$ cat src/rtl/pipe_skid_reg.sv
// Two-entry pipeline register (main + skid) with a registered ready, bubble-safe
// control output, synchronous flush and a saturating back-pressure counter.
module pipe_skid_reg #(
    parameter int CTRL_W = 4,
    parameter int DATA_W = 32,
    parameter int NDATA  = 2,
    parameter int RD_W   = 5,
    parameter int CNT_W  = 16
) (
    input  logic                    clk_i,
    input  logic                    rst_n_i,
    input  logic                    in_valid_i,
    output logic                    in_ready_o,
    input  logic [CTRL_W-1:0]       ctrl_i,
    input  logic [NDATA*DATA_W-1:0] data_i,
    input  logic [RD_W-1:0]         rd_i,
    input  logic                    flush_i,
    output logic                    out_valid_o,
    input  logic                    out_ready_i,
    output logic [CTRL_W-1:0]       ctrl_o,
    output logic [NDATA*DATA_W-1:0] data_o,
    output logic [RD_W-1:0]         rd_o,
    output logic [CNT_W-1:0]        stall_cnt_o,
    input  logic                    cnt_clr_i
);

    localparam int DW = NDATA * DATA_W;

    logic              r_mainValid;
    logic              r_skidValid;
    logic [CTRL_W-1:0] r_mainCtrl;
    logic [CTRL_W-1:0] r_skidCtrl;
    logic [DW-1:0]     r_mainData;
    logic [DW-1:0]     r_skidData;
    logic [RD_W-1:0]   r_mainRd;
    logic [RD_W-1:0]   r_skidRd;
    logic [CNT_W-1:0]  r_stallCnt;

    logic w_inXfer;
    logic w_outXfer;

    // Ready depends only on the skid flop, so out_ready_i never reaches in_ready_o.
    assign w_inXfer  = in_valid_i & ~r_skidValid;
    assign w_outXfer = r_mainValid & out_ready_i;

    assign in_ready_o  = ~r_skidValid;
    assign out_valid_o = r_mainValid;
    assign ctrl_o      = r_mainValid ? r_mainCtrl : '0;
    assign data_o      = r_mainData;
    assign rd_o        = r_mainRd;
    assign stall_cnt_o = r_stallCnt;

    always_ff @(posedge clk_i or negedge rst_n_i) begin
        if (!rst_n_i) begin
            r_mainValid <= 1'b0;
            r_skidValid <= 1'b0;
            r_mainCtrl  <= '0;
            r_skidCtrl  <= '0;
            r_mainData  <= '0;
            r_skidData  <= '0;
            r_mainRd    <= '0;
            r_skidRd    <= '0;
        end else if (flush_i) begin
            r_mainValid <= 1'b0;
            r_skidValid <= 1'b0;
        end else if (w_outXfer && r_skidValid) begin
            // Skid full implies ready was low, so no input can land this cycle.
            r_mainCtrl  <= r_skidCtrl;
            r_mainData  <= r_skidData;
            r_mainRd    <= r_skidRd;
            r_skidValid <= 1'b0;
        end else if (w_inXfer && (!r_mainValid || w_outXfer)) begin
            r_mainCtrl  <= ctrl_i;
            r_mainData  <= data_i;
            r_mainRd    <= rd_i;
            r_mainValid <= 1'b1;
        end else if (w_inXfer) begin
            r_skidCtrl  <= ctrl_i;
            r_skidData  <= data_i;
            r_skidRd    <= rd_i;
            r_skidValid <= 1'b1;
        end else if (w_outXfer) begin
            r_mainValid <= 1'b0;
        end
    end

    always_ff @(posedge clk_i or negedge rst_n_i) begin
        if (!rst_n_i) begin
            r_stallCnt <= '0;
        end else if (cnt_clr_i) begin
            r_stallCnt <= '0;
        end else if (r_mainValid && !out_ready_i && !(&r_stallCnt)) begin
            r_stallCnt <= r_stallCnt + 1'b1;
        end
    end

endmodule

$ cat config.mk
export PLATFORM = sky130hd
export DESIGN_NAME = pipe_skid_reg
export DESIGN_NICKNAME = d
export VERILOG_FILES = /design/src/rtl/pipe_skid_reg.sv
export SDC_FILE = /design/constraint.sdc
export NUM_CORES = 1
export LEC_CHECK = 0
export CAP_MARGIN = 5
export CORE_MARGIN = 4
export CORE_UTILIZATION = 45
export CTS_CLUSTER_SIZE = 20
export DETAILED_ROUTE_END_ITERATION = 8
export HOLD_SLACK_MARGIN = 0.02
export PLACE_DENSITY = 0.74
export SLEW_MARGIN = 30
export SYNTH_ARGS = -nofsm -noshare
export SYNTH_HDL_FRONTEND = slang
export SYNTH_SLANG_ARGS = --single-unit
$ cat constraint.sdc
create_clock -name clk_i -period 3.7 [get_ports clk_i]
set_input_delay 0.555 -clock clk_i [delete_from_list [all_inputs] [get_ports clk_i]]
set_output_delay 0.555 -clock clk_i [all_outputs]
set_load 0.02 [all_outputs]
* Word-level counts from Yosys, hierarchy flattened *
Cells that the tools add are included.
Widths: inputs -> output; s select.

storage, ports and cells
  bits of input ports = 79
  output and inout bits = 91
  word-level logic and storage cells = 54
  flip-flop bits (word level) = 164

cells by class
  bitwise gates (word level) = 6
  reductions and logical operators = 17
  multiplexer cells = 18
  eq/ne operators = 3
  add/sub/neg operators = 1

operators by type and width
  cell                   count
  $mux 64                2
  $mux 16                2
  $add 16x1->16 const B  1
  $reduce_and 16->1      1
  $mux 4                 3
  $mux 5                 2
  $mux 1                 9
  $reduce_bool 3->1      2
  $logic_and 1x1->1      4
  $not 1->1              4
  $reduce_and 2->1       2
  $reduce_and 4->1       1
  $reduce_bool 2->1      2
  $logic_not 1->1        3
  $ne 3x2->1 const B     1
  $ne 3x3->1 const B     1
  $reduce_and 3->1       1
  $and 1x1->1            2
  $ne 2x2->1 const B     1
  $logic_or 1x1->1       1

* Longest topological paths before layout *
  depth after elaboration = 6
  depth in mapped cells = 7
  depth with buffers taken out = 6

* Worst setup path before layout *
No wires, ideal clock.

  kind = register -> register
  start = reg r_stallCnt[0], in the netlist stall_cnt_o[0]
  end = reg r_stallCnt[1], in the netlist stall_cnt_o[1]
  buffers on the path = 0
  cell stages (with the launch flop) = 7
  clock period less this slack = 1822 ps
  arrival time = 1690 ps
  library setup time = 132 ps
  path slack = 1878 ps
  required time = 3568 ps
  cell sequence = dfrtp_1 ha_1 nand2_1 nor4_4 a21oi_1 mux2i_1 nor2_1

on the way
  word-level cells in the longest chain between the ends = 4
  elaborated cells between the ends (all ways) = 7
  those cells by class = add/sub (1); mux (2); reduce/logical (4)

ends and longest elaborated chain
  item                                                   RTL line  text
  from (decl)                                            37        logic [CNT_W-1:0] r_stallCnt;
  from (signal assigned)                                 93        r_stallCnt <= r_stallCnt + 1'b1;
  branches (longest 4 deep; another with $add 16x1->16)  -

Parallel ways; which one is timed is not known. The select of a mux whose other input is x is not followed.
A chain may end at the register's enable or synchronous reset.

* Final worst setup path *
  start = reg r_mainValid, in the netlist out_valid_o
  end = out ctrl_o[0]

on the way
  word-level cells in the longest chain between the ends = 1

ends and longest elaborated chain
  item                    RTL line  text
  from (decl)             29        logic r_mainValid;
  from (signal assigned)  55        r_mainValid <= 1'b0;
  from (signal assigned)  64        r_mainValid <= 1'b0;
  from (signal assigned)  76        r_mainValid <= 1'b1;
  $mux 4                  48        assign ctrl_o = r_mainValid ? r_mainCtrl : '0;
  to (decl)               20        output logic [CTRL_W-1:0] ctrl_o,

Every way passes these cells.

==> impl_metrics.yaml <==
routing:
  vias_per_cell: 5.15
  post_drt_wl_per_cell_um: 16.8
  route.detailed.drc: 0
  totalWireLength_um: 16300
  dr_total_vias: 4996
  ant_nets: 0
  drt-initial-drc-count: 285
  drtPass1Iterations: 4
worst_hold_path:
  min_path_cells: 1
  min_to: "r_skidData[61]$_DFFE_PN0P_"
  min_path_type: "flop to flop"
  holdCritStartpoint: "r_skidData[61]$_DFFE_PN0P_"
setup_path:
  timing.rr.start: "out_valid_o$_DFFE_PN0P_"
  timing.rr.end: "data_o[18]$_DFFE_PN0P_"
  crit_fanout: 10
  cp.required_ns: 3.14
  crit_type: "flop to output pin"
  crit_buf_inv: 1
  crit_arrival_ns: 1.73
  start_kind: "flop"
  reg2regPathDepth: 5
  cpPeakStageDelay_ns: 0.60
  worstPathCellList: "and2_1, clkdlybuf4s50_1"
  rrSetupSlack_ns: 1.66
  crit_slowest_cell: "clkdlybuf4s50_1"
  endpoint_kind: "output pin"
  cp_top_family: "buffers and inverters"
timing:
  max_slew_margin_pct: 50.4
  fin_worst_skew_ns: 0.00555
  period_minus_slack_ns: 2.29
  finalWorstSetupSlack_ns: 1.41
  slew_viol_final: 0
  tightest_slew_ns: 0.743
  fin_crit_sh_pct: 61.8
  setup_violations: 0
  fmax_mhz: 437
  timing.hold.ws_ns: 0.503
  hold_viol_final: 0
  fin_setup_tns_ns: 0
  rsz0062_at_grt: "false"
layout:
  final_cell_mix: "clkdlybuf4s50_1, dfrtp_1, nor2_1"
  mostFrequentLayoutCell: "clkdlybuf4s50_1"
  post-route-util_pct: 63.4
  antennaDiodeCount: 0
  drive_gt1_share_pct: 16.6
  final_area_um2: 9680
  area_delta_synth_final_pct: 37.5
  nNetsFinal: 827
  finalNonFillerCells: 971
pwr:
  p_leak_nw: 4.46
  vdd_ir_drop_max_mv: 0.337
  power_mw: 5.42
  powerDensity_nw_per_um2: 561
placed_design:
  numPlacedInstances: 937
  dpl_worst_slack_ns: 1.05
  dpl.hpwl_um: 11200
  placed_cell_area_um2: 8960
  portBuffers: 169
  place_congestion: 0.822
yosys:
  yosysSeqAreaShare_pct: 58.3
  synth_top_flop_cell: "dfrtp_1"
  yosys_warnings: 0
  synth_cells: 583
  synth_seq_cells: 164
  synth.cell_area_um2: 7040
  synth_xor_area_share_pct: 1.12
  synthAdderAreaFrac_pct: 0.178
  synth_nets: 663
  synth_compound_area_share_pct: 7.27
  async_flop_share_pct: 100
  synth.distinct_cells: 33
  synthSimpleGateAreaFrac_pct: 7.93
  syn_avg_cell_area_um2: 12.1
  muxShareOfSynthArea_pct: 22.5
  synth_top_family_by_area: "multiplexers"
  synth-edff-count: 0
global_route:
  grt_antenna_before_repair: 0
  grt_pass1_wl_um: 26800
  grt-ovfl-total: 0
  grt_pass1_vias: 5246
  grt_max_degree: 96
  track_usage_pct: 18.9
clock_tree:
  cts_made_buffers: 17
  clk_path_buf_depth: 2
  cts_root_buffer: "clkbuf_16"
  cts_tree: "built"
  clk_latency_ns: 0.42
  htree_levels: 4
  ctsResizeCount: 0
  clkSlewWorstSetupHoldPaths_ns: 0.06
  numClockSinks: 164
run_status:
  status: "complete, no violations"
die:
  fp.coreArea_um2: 15300
  die_area_um2: 17700
  start_util_pct: 46.1
  dieHeight_um: 133
  io-pin-count: 170
  die-width_um: 133
  num_rows: 45
run:
  cap_violations: 0
==> power by group <==
group | switching, mW | internal, mW | leakage (nW)
Combinational | 0.495 | 0.579 | 2.19
Sequential | 0.202 | 2.15 | 1.94
Clock | 0.720 | 1.27 | 0.322
==> routing by layer <==
layer	GRT usage [%]	wire, um	share of wire, %	vias up
met4	6.93	334	2.0	0
met5	0	0	0	-
li1	-	-	-	2363
met1	24.1	7050	43	2477
met2	31.3	8020	49	134
met3	4.83	880	5.4	22
==> worst max path at each step <==
stage / from / to / slack (ns) / cells after the start
floorplan: stall_cnt_o[0]$_DFFE_PN0P_ / stall_cnt_o[1]$_DFFE_PN0P_ / 1.88 / 6
global placement: out_ready_i / data_o[39]$_DFFE_PN0P_ / 1.14 / 6
detailed placement: out_ready_i / data_o[18]$_DFFE_PN0P_ / 1.05 / 6
CTS: out_valid_o$_DFFE_PN0P_ / ctrl_o[0] / 1.38 / 2
global route: out_valid_o$_DFFE_PN0P_ / ctrl_o[0] / 1.32 / 2
finish: out_valid_o$_DFFE_PN0P_ / ctrl_o[0] / 1.41 / 2
==> cell type report <==
type,count,area [um2]
tap,211,264
timing repair buffer,180,1840
clock buffer,17,425
clock inverter,15,254
inverter,5,18.8
sequential,164,4100
multi-input combinational,379,2770
fill,1182,5580
==> cell families after synthesis <==
group / Yosys count
DFF: 164
xor gates and xnor gates: 9
adders and majority gates: 1
AOI/OAI and AO/OA: 96
buffers and inverters: 40
muxes: 149
and+or+nand+nor: 124
==> synthesized netlist by cell type (2+ instances only) <==
cell type	instances	area, um2
xnor2_1	8	70.1
nor2_1	89	334
mux2_2	73	822
o21ai_0	2	10.0
buf_1	2	7.51
and3_1	4	25.0
a21oi_1	83	415
dfrtp_1	164	4100
clkbuf_1	2	7.51
nand4_1	4	25.0
and2_1	4	25.0
nand2_1	7	26.3
nand2b_1	2	12.5
buf_2	31	155
a31o_2	2	17.5
inv_1	5	18.8
a211oi_1	6	45.0
mux2i_1	76	761
nand3_1	5	25.0
==> timing repair <==
action / 4_1_cts / 5_1_grt
hold endpoints to repair: 0 / 25
hold buffers: 0 / 1
setup buffers: 0 / 0
==> registers in the layout, indices dropped and copies added (netlist names), 4 cells and up <==
name         cells
r_skidData      64
r_mainCtrl       4
rd_o             5
r_skidCtrl       4
data_o          64
stall_cnt_o     16
r_skidRd         5
Power figures use the tool's default switching activity.
